--- config.mk ---
export PLATFORM = sky130hd
export DESIGN_NAME = pipe_event_monitor
export DESIGN_NICKNAME = d
export VERILOG_FILES = /design/src/rtl/pipe_event_monitor.sv
export SDC_FILE = /design/constraint.sdc
export NUM_CORES = 1
export LEC_CHECK = 0
export BUFFER_PORTS_ARGS = -buffer_cell sky130_fd_sc_hd__buf_2
export CAP_MARGIN = 20
export CORE_UTILIZATION = 53
export CTS_CLUSTER_DIAMETER = 50
export DETAILED_ROUTE_END_ITERATION = 10
export PLACE_DENSITY = 0.74
export SYNTH_ARGS = -nofsm -noshare
export SYNTH_HDL_FRONTEND = slang
export SYNTH_SLANG_ARGS = --single-unit
--- constraint.sdc ---
create_clock -name clk_i -period 5.14 [get_ports clk_i]
set_clock_uncertainty 0.05 [all_clocks]
set_input_delay 0.514 -clock clk_i [delete_from_list [all_inputs] [get_ports clk_i]]
set_output_delay 0.514 -clock clk_i [all_outputs]
set_load 0.1 [all_outputs]
--- src/rtl/pipe_event_monitor.sv ---
// Cycle/event bookkeeping for a pipelined CPU: saturating counters, a programmable
// cycle limit that raises done_o, and a first-word-fall-through PC trace FIFO.
module pipe_event_monitor #(
    parameter int NUM_EVT     = 2,
    parameter int CNT_W       = 32,
    parameter int PC_W        = 32,
    parameter int TRACE_DEPTH = 16
) (
    input  logic                           clk_i,
    input  logic                           rst_i,
    input  logic                           start_i,
    input  logic                           clear_i,
    input  logic [CNT_W-1:0]               limit_i,
    input  logic [NUM_EVT-1:0]             evt_i,
    input  logic [PC_W-1:0]                pc_i,
    input  logic                           pc_valid_i,
    input  logic                           trace_rd_i,
    output logic [CNT_W-1:0]               cycle_cnt_o,
    output logic [NUM_EVT*CNT_W-1:0]       evt_cnt_o,
    output logic [PC_W-1:0]                trace_data_o,
    output logic [$clog2(TRACE_DEPTH):0]   trace_count_o,
    output logic                           trace_empty_o,
    output logic                           trace_full_o,
    output logic                           trace_ovf_o,
    output logic                           done_o
);

    localparam int AW = $clog2(TRACE_DEPTH);
    localparam logic [CNT_W-1:0] CNT_MAX  = {CNT_W{1'b1}};
    localparam logic [CNT_W-1:0] CNT_ZERO = {CNT_W{1'b0}};
    localparam logic [AW:0]      DEPTH_C  = (AW+1)'(TRACE_DEPTH);

    typedef enum logic [1:0] {
        IDLE = 2'd0,
        RUN  = 2'd1,
        DONE = 2'd2
    } state_t;

    function automatic logic [CNT_W-1:0] sat_inc(input logic [CNT_W-1:0] v);
        return (v == CNT_MAX) ? v : v + CNT_W'(1);
    endfunction

    state_t                 state_r, state_nxt_s;
    logic                   count_en_s;
    logic [CNT_W-1:0]       cycle_cnt_r;
    logic [CNT_W-1:0]       evt_cnt_r [NUM_EVT];
    logic                   done_r;

    logic [PC_W-1:0]        mem_r [TRACE_DEPTH];
    logic [AW-1:0]          wr_ptr_r, rd_ptr_r;
    logic [AW:0]            count_r, count_nxt_s;
    logic                   empty_r, full_r, ovf_r;
    logic                   wr_req_s, push_s, pop_s, ovf_set_s;

    // Next-state decode; counting happens only on edges that stay in RUN or enter DONE.
    always_comb begin
        state_nxt_s = state_r;
        count_en_s  = 1'b0;
        if (clear_i) begin
            state_nxt_s = IDLE;
        end else begin
            case (state_r)
                IDLE: begin
                    if (start_i) state_nxt_s = RUN;
                    else         state_nxt_s = IDLE;
                end
                RUN: begin
                    if (!start_i) begin
                        state_nxt_s = IDLE;
                    end else begin
                        count_en_s = 1'b1;
                        if ((limit_i != CNT_ZERO) && (cycle_cnt_r == limit_i - CNT_W'(1)))
                            state_nxt_s = DONE;
                        else
                            state_nxt_s = RUN;
                    end
                end
                DONE:    state_nxt_s = DONE;
                default: state_nxt_s = IDLE;
            endcase
        end
    end

    // State register and done flag.
    always_ff @(posedge clk_i or negedge rst_i) begin
        if (!rst_i) begin
            state_r <= IDLE;
            done_r  <= 1'b0;
        end else begin
            state_r <= state_nxt_s;
            done_r  <= (state_nxt_s == DONE);
        end
    end

    // Saturating cycle and per-channel event counters.
    always_ff @(posedge clk_i or negedge rst_i) begin
        if (!rst_i) begin
            cycle_cnt_r <= CNT_ZERO;
            for (int k = 0; k < NUM_EVT; k++) evt_cnt_r[k] <= CNT_ZERO;
        end else if (clear_i) begin
            cycle_cnt_r <= CNT_ZERO;
            for (int k = 0; k < NUM_EVT; k++) evt_cnt_r[k] <= CNT_ZERO;
        end else if (count_en_s) begin
            cycle_cnt_r <= sat_inc(cycle_cnt_r);
            for (int k = 0; k < NUM_EVT; k++)
                if (evt_i[k]) evt_cnt_r[k] <= sat_inc(evt_cnt_r[k]);
        end
    end

    // FIFO handshake: a full FIFO still accepts a write when the head is popped that cycle.
    always_comb begin
        pop_s     = 1'b0;
        wr_req_s  = 1'b0;
        push_s    = 1'b0;
        ovf_set_s = 1'b0;
        if (!clear_i) begin
            pop_s     = trace_rd_i && !empty_r;
            wr_req_s  = (state_r == RUN) && pc_valid_i;
            push_s    = wr_req_s && (!full_r || pop_s);
            ovf_set_s = wr_req_s && full_r && !pop_s;
        end else begin
            pop_s = 1'b0;
        end
        case ({push_s, pop_s})
            2'b10:   count_nxt_s = count_r + (AW+1)'(1);
            2'b01:   count_nxt_s = count_r - (AW+1)'(1);
            default: count_nxt_s = count_r;
        endcase
    end

    // FIFO pointers, occupancy and status flags.
    always_ff @(posedge clk_i or negedge rst_i) begin
        if (!rst_i) begin
            wr_ptr_r <= {AW{1'b0}};
            rd_ptr_r <= {AW{1'b0}};
            count_r  <= {(AW+1){1'b0}};
            empty_r  <= 1'b1;
            full_r   <= 1'b0;
            ovf_r    <= 1'b0;
        end else if (clear_i) begin
            wr_ptr_r <= {AW{1'b0}};
            rd_ptr_r <= {AW{1'b0}};
            count_r  <= {(AW+1){1'b0}};
            empty_r  <= 1'b1;
            full_r   <= 1'b0;
            ovf_r    <= 1'b0;
        end else begin
            if (push_s) wr_ptr_r <= wr_ptr_r + AW'(1);
            if (pop_s)  rd_ptr_r <= rd_ptr_r + AW'(1);
            count_r <= count_nxt_s;
            empty_r <= (count_nxt_s == {(AW+1){1'b0}});
            full_r  <= (count_nxt_s == DEPTH_C);
            ovf_r   <= ovf_r | ovf_set_s;
        end
    end

    // Trace storage; contents need no reset because occupancy gates visibility.
    always_ff @(posedge clk_i) begin
        if (push_s) mem_r[wr_ptr_r] <= pc_i;
    end

    genvar g;
    generate
        for (g = 0; g < NUM_EVT; g++) begin : g_evt_out
            assign evt_cnt_o[g*CNT_W +: CNT_W] = evt_cnt_r[g];
        end
    endgenerate

    assign cycle_cnt_o   = cycle_cnt_r;
    assign trace_data_o  = mem_r[rd_ptr_r];
    assign trace_count_o = count_r;
    assign trace_empty_o = empty_r;
    assign trace_full_o  = full_r;
    assign trace_ovf_o   = ovf_r;
    assign done_o        = done_r;

endmodule

==> results.ini <==
[status]
run_status=finished clean

[clock_network]
clock_path_buffers=3
cts_made_buffers=68
postCtsSetupRepairBufs=0
ctsRootBufferMaster=clkbuf_16
clock_latency_ns=0.61
cts_tree=done
ctsResizeCount=0
cts_hold_buf=1
clk_pin_slew_worst_paths_ns=0.06
clock-sinks=627
htreeDepth=3

[critical_path]
cp-endpoint=trace_data_o[31]
critPathKind=reg -> out
cp.required_ns=4.58
critPathMaxFanout=37
crit_arrival_ns=3.45
worst_setup_path_start_kind=register
r2r-start=trace_empty_o
critPathLaunch=rd_ptr_r[2]
cp-end-kind=output port
reg2reg_setup_slack_ns=1.64
r2r_cells=12
regToRegEndpoint=trace_full_o

[yosys]
yosys_warnings=0
synth-simple-area-share_pct=8.71
synth_cell_types=66
async_reset_ff_share_pct=18.3
ys_seq_elements=627
synth-edff-count=512
synth_top_family_by_area=multiplexers
synth-main-ff-cell=edfxtp_1
avgSynthCellArea_um2=15.0
synth_xor_area_share_pct=4.31
synth_compound_area_share_pct=5.63
netlist_instances=1779
synth-adder-area-share_pct=0.733
synth_area_leaders=edfxtp_1 (58%), dfrtp_1 (11%), mux4_2 (5.4%)
yosys.area.top_type=edfxtp_1
synth-seq-area-share_pct=68.6
synthMuxAreaShare_pct=10.6
syn_nets=1866
yosysTopAreaCellShare_pct=57.8
syn_area_um2=26600

[route]
vias=16200
wire_per_inst_um=22.4
postRouteAntennaNets=0
via_per_inst=5.92
drc=0
totalWireLength_mm=61.3
drt-pass1-iter-count=5
drtIter0Drc=1263

[sta]
grt_setup_unrepaired=no
fmax_mhz=249
tns_ns=0
tightest_slew_ns=0.992
hold_viol=0
hold_ws_ns=0.116
fin_crit_ns=4.01
period_share_pct=78.0
setup_violations=0
drv_slew=0
setup_ws_ns=1.13
max-slew-margin-rel_pct=33.7

[die]
ioPinCount=209
die_h_um=226
rows=81
coreArea_um2=49300
fp.dieW_um=226
initial_utilization_pct=54.0
die-area_um2=51100

[place]
gp_congestion=0.921
dp_slack_ns=0.882
io_buffer_count=208
place_hpwl_mm=37.5

[layout]
fin_util_pct=62.8
finalNetCount=2100
syn2layout_area_growth_pct=16.2
layout-drive-gt1-share_pct=22.6

[grt]
grt_pass1_vias=16300
antenna_found_initial=7
grt_start_max_net_pins=75
gr-total-overflow=0
grt_pass1_wl_mm=92.8
track_usage_pct=24.3

[run]
cap_violations=0

[worst_hold_path]
hp-class=in -> reg

[power_and_ir_drop]
totalPowerFinal_mw=10.8
pwr_density_cell_nw_per_um2=348
max-vdd-ir-drop_uv=258
leakage_nw=10.8

## how the worst min path moves through the flow
stage,from,endpoint,slack (ns),cells past startpoint
floorplan,rst_i,cycle_cnt_o[0],0.17,0
global placement,rst_i,evt_cnt_o[10],0.37,1
detailed placement,rst_i,evt_cnt_o[10],0.37,1
CTS,start_i,state_r[0],0.08,3
global route,start_i,state_r[0],0.10,3
finish,start_i,state_r[0],0.12,3
## critical path: stages (launching register included)
cell,delay (ns)
dfrtp_1,0.81
nor2b_4,0.84
buf_12,0.32
nand2_1,0.08
nand2_1,0.08
a21oi_1,0.05
o21ai_0,0.19
nand2_1,0.15
buf_2,0.33
## stage by stage
stage          std cells  cell area, um^2
2_1_floorplan       1779            26600
3_5_place_dp        2606            28700
4_1_cts             2728            30900
5_1_grt             2734            30900
6_report            2736            30900
3_3_place_gp        2603            28600
## synth_stat cells, types with 3 or more instances
cell and number:
a31oi_1 3, mux4_2 64, inv_1 15, nor2b_1 9
o21ai_0 74, clkbuf_1 70, mux2_2 22, nor4_1 12
o21a_1 3, mux2i_1 114, xor2_1 76, nand4_1 28
ha_1 14, nand3_1 54, a221oi_1 32, nor2_1 144
dfrtp_1 114, and2_1 8, and4_1 14, or3_1 15
edfxtp_1 512, nor3b_1 7, and3_1 13, a21o_1 4
buf_1 13, nand2_1 113, a311oi_1 3, xnor2_1 55
a21oi_1 58, or4_1 10, nor3_1 27, nand2b_1 4
a22oi_1 32
## routing by layer
layer | part of all wire [%] | track usage (%) | vias up
met5 | 0 | 0 | -
li1 | - | - | 7316
met3 | 7.1 | 4.81 | 120
met1 | 41 | 32.7 | 8204
met4 | 3.0 | 9.55 | 0
met2 | 49 | 39.1 | 562
## cells in the final DEF (no fill, tap or decap), types with 12 or more instances in the layout
| cell type | instances |
|---|---|
| nand4_1 | 28 |
| buf_2 | 206 |
| xor2_1 | 76 |
| mux2i_1 | 114 |
| and4_1 | 14 |
| a21oi_1 | 58 |
| edfxtp_1 | 512 |
| o21ai_0 | 74 |
| mux2_2 | 22 |
| clkbuf_16 | 69 |
| nand2_1 | 113 |
| nor3_1 | 23 |
| nor2_4 | 12 |
| or3_1 | 15 |
| xnor2_1 | 55 |
| nand3_1 | 54 |
| a22oi_1 | 32 |
| nor4_1 | 12 |
| buf_4 | 35 |
| inv_1 | 15 |
| ha_1 | 14 |
| mux4_2 | 64 |
| and3_1 | 13 |
| dfrtp_1 | 111 |
| nor2_1 | 132 |
| a221oi_1 | 32 |
## cell type report
cell class	count	area (um^2)
antenna	8	20.0
clock buffer	78	1760
clock inverter	43	458
fill	3652	18300
inverter	15	56.3
multi-input combinational	1052	8110
sequential	627	18300
tap	664	831
timing repair buffer	249	1440
## report_power, final
| part | leakage [nW] | internal [mW] | switching [mW] |
|---|---|---|---|
| Combinational | 3.54 | 0.134 | 0.311 |
| Clock | 1.08 | 2.76 | 2.04 |
| Sequential | 6.20 | 5.51 | 0.0160 |
## cells by family (layout without fill, tap and decap cells)
group	count (synthesis)	count (layout)
buffers and inverters	100	385
AOI/OAI and AO/OA	234	234
xor gates and xnor gates	131	131
other	0	8
and+or+nand+nor	472	472
adders and majority gates	15	15
muxes	200	200
DFF	627	627
## flip-flops by register name, indices dropped and copies added (netlist names)
register,flops
evt_cnt_o,64
trace_count_o,5
trace_empty_o,1
trace_ovf_o,1
rd_ptr_r,4
done_o,1
mem_r,512
state_r,2
cycle_cnt_o,32
wr_ptr_r,4
trace_full_o,1
Power figures use the tool's default switching activity.
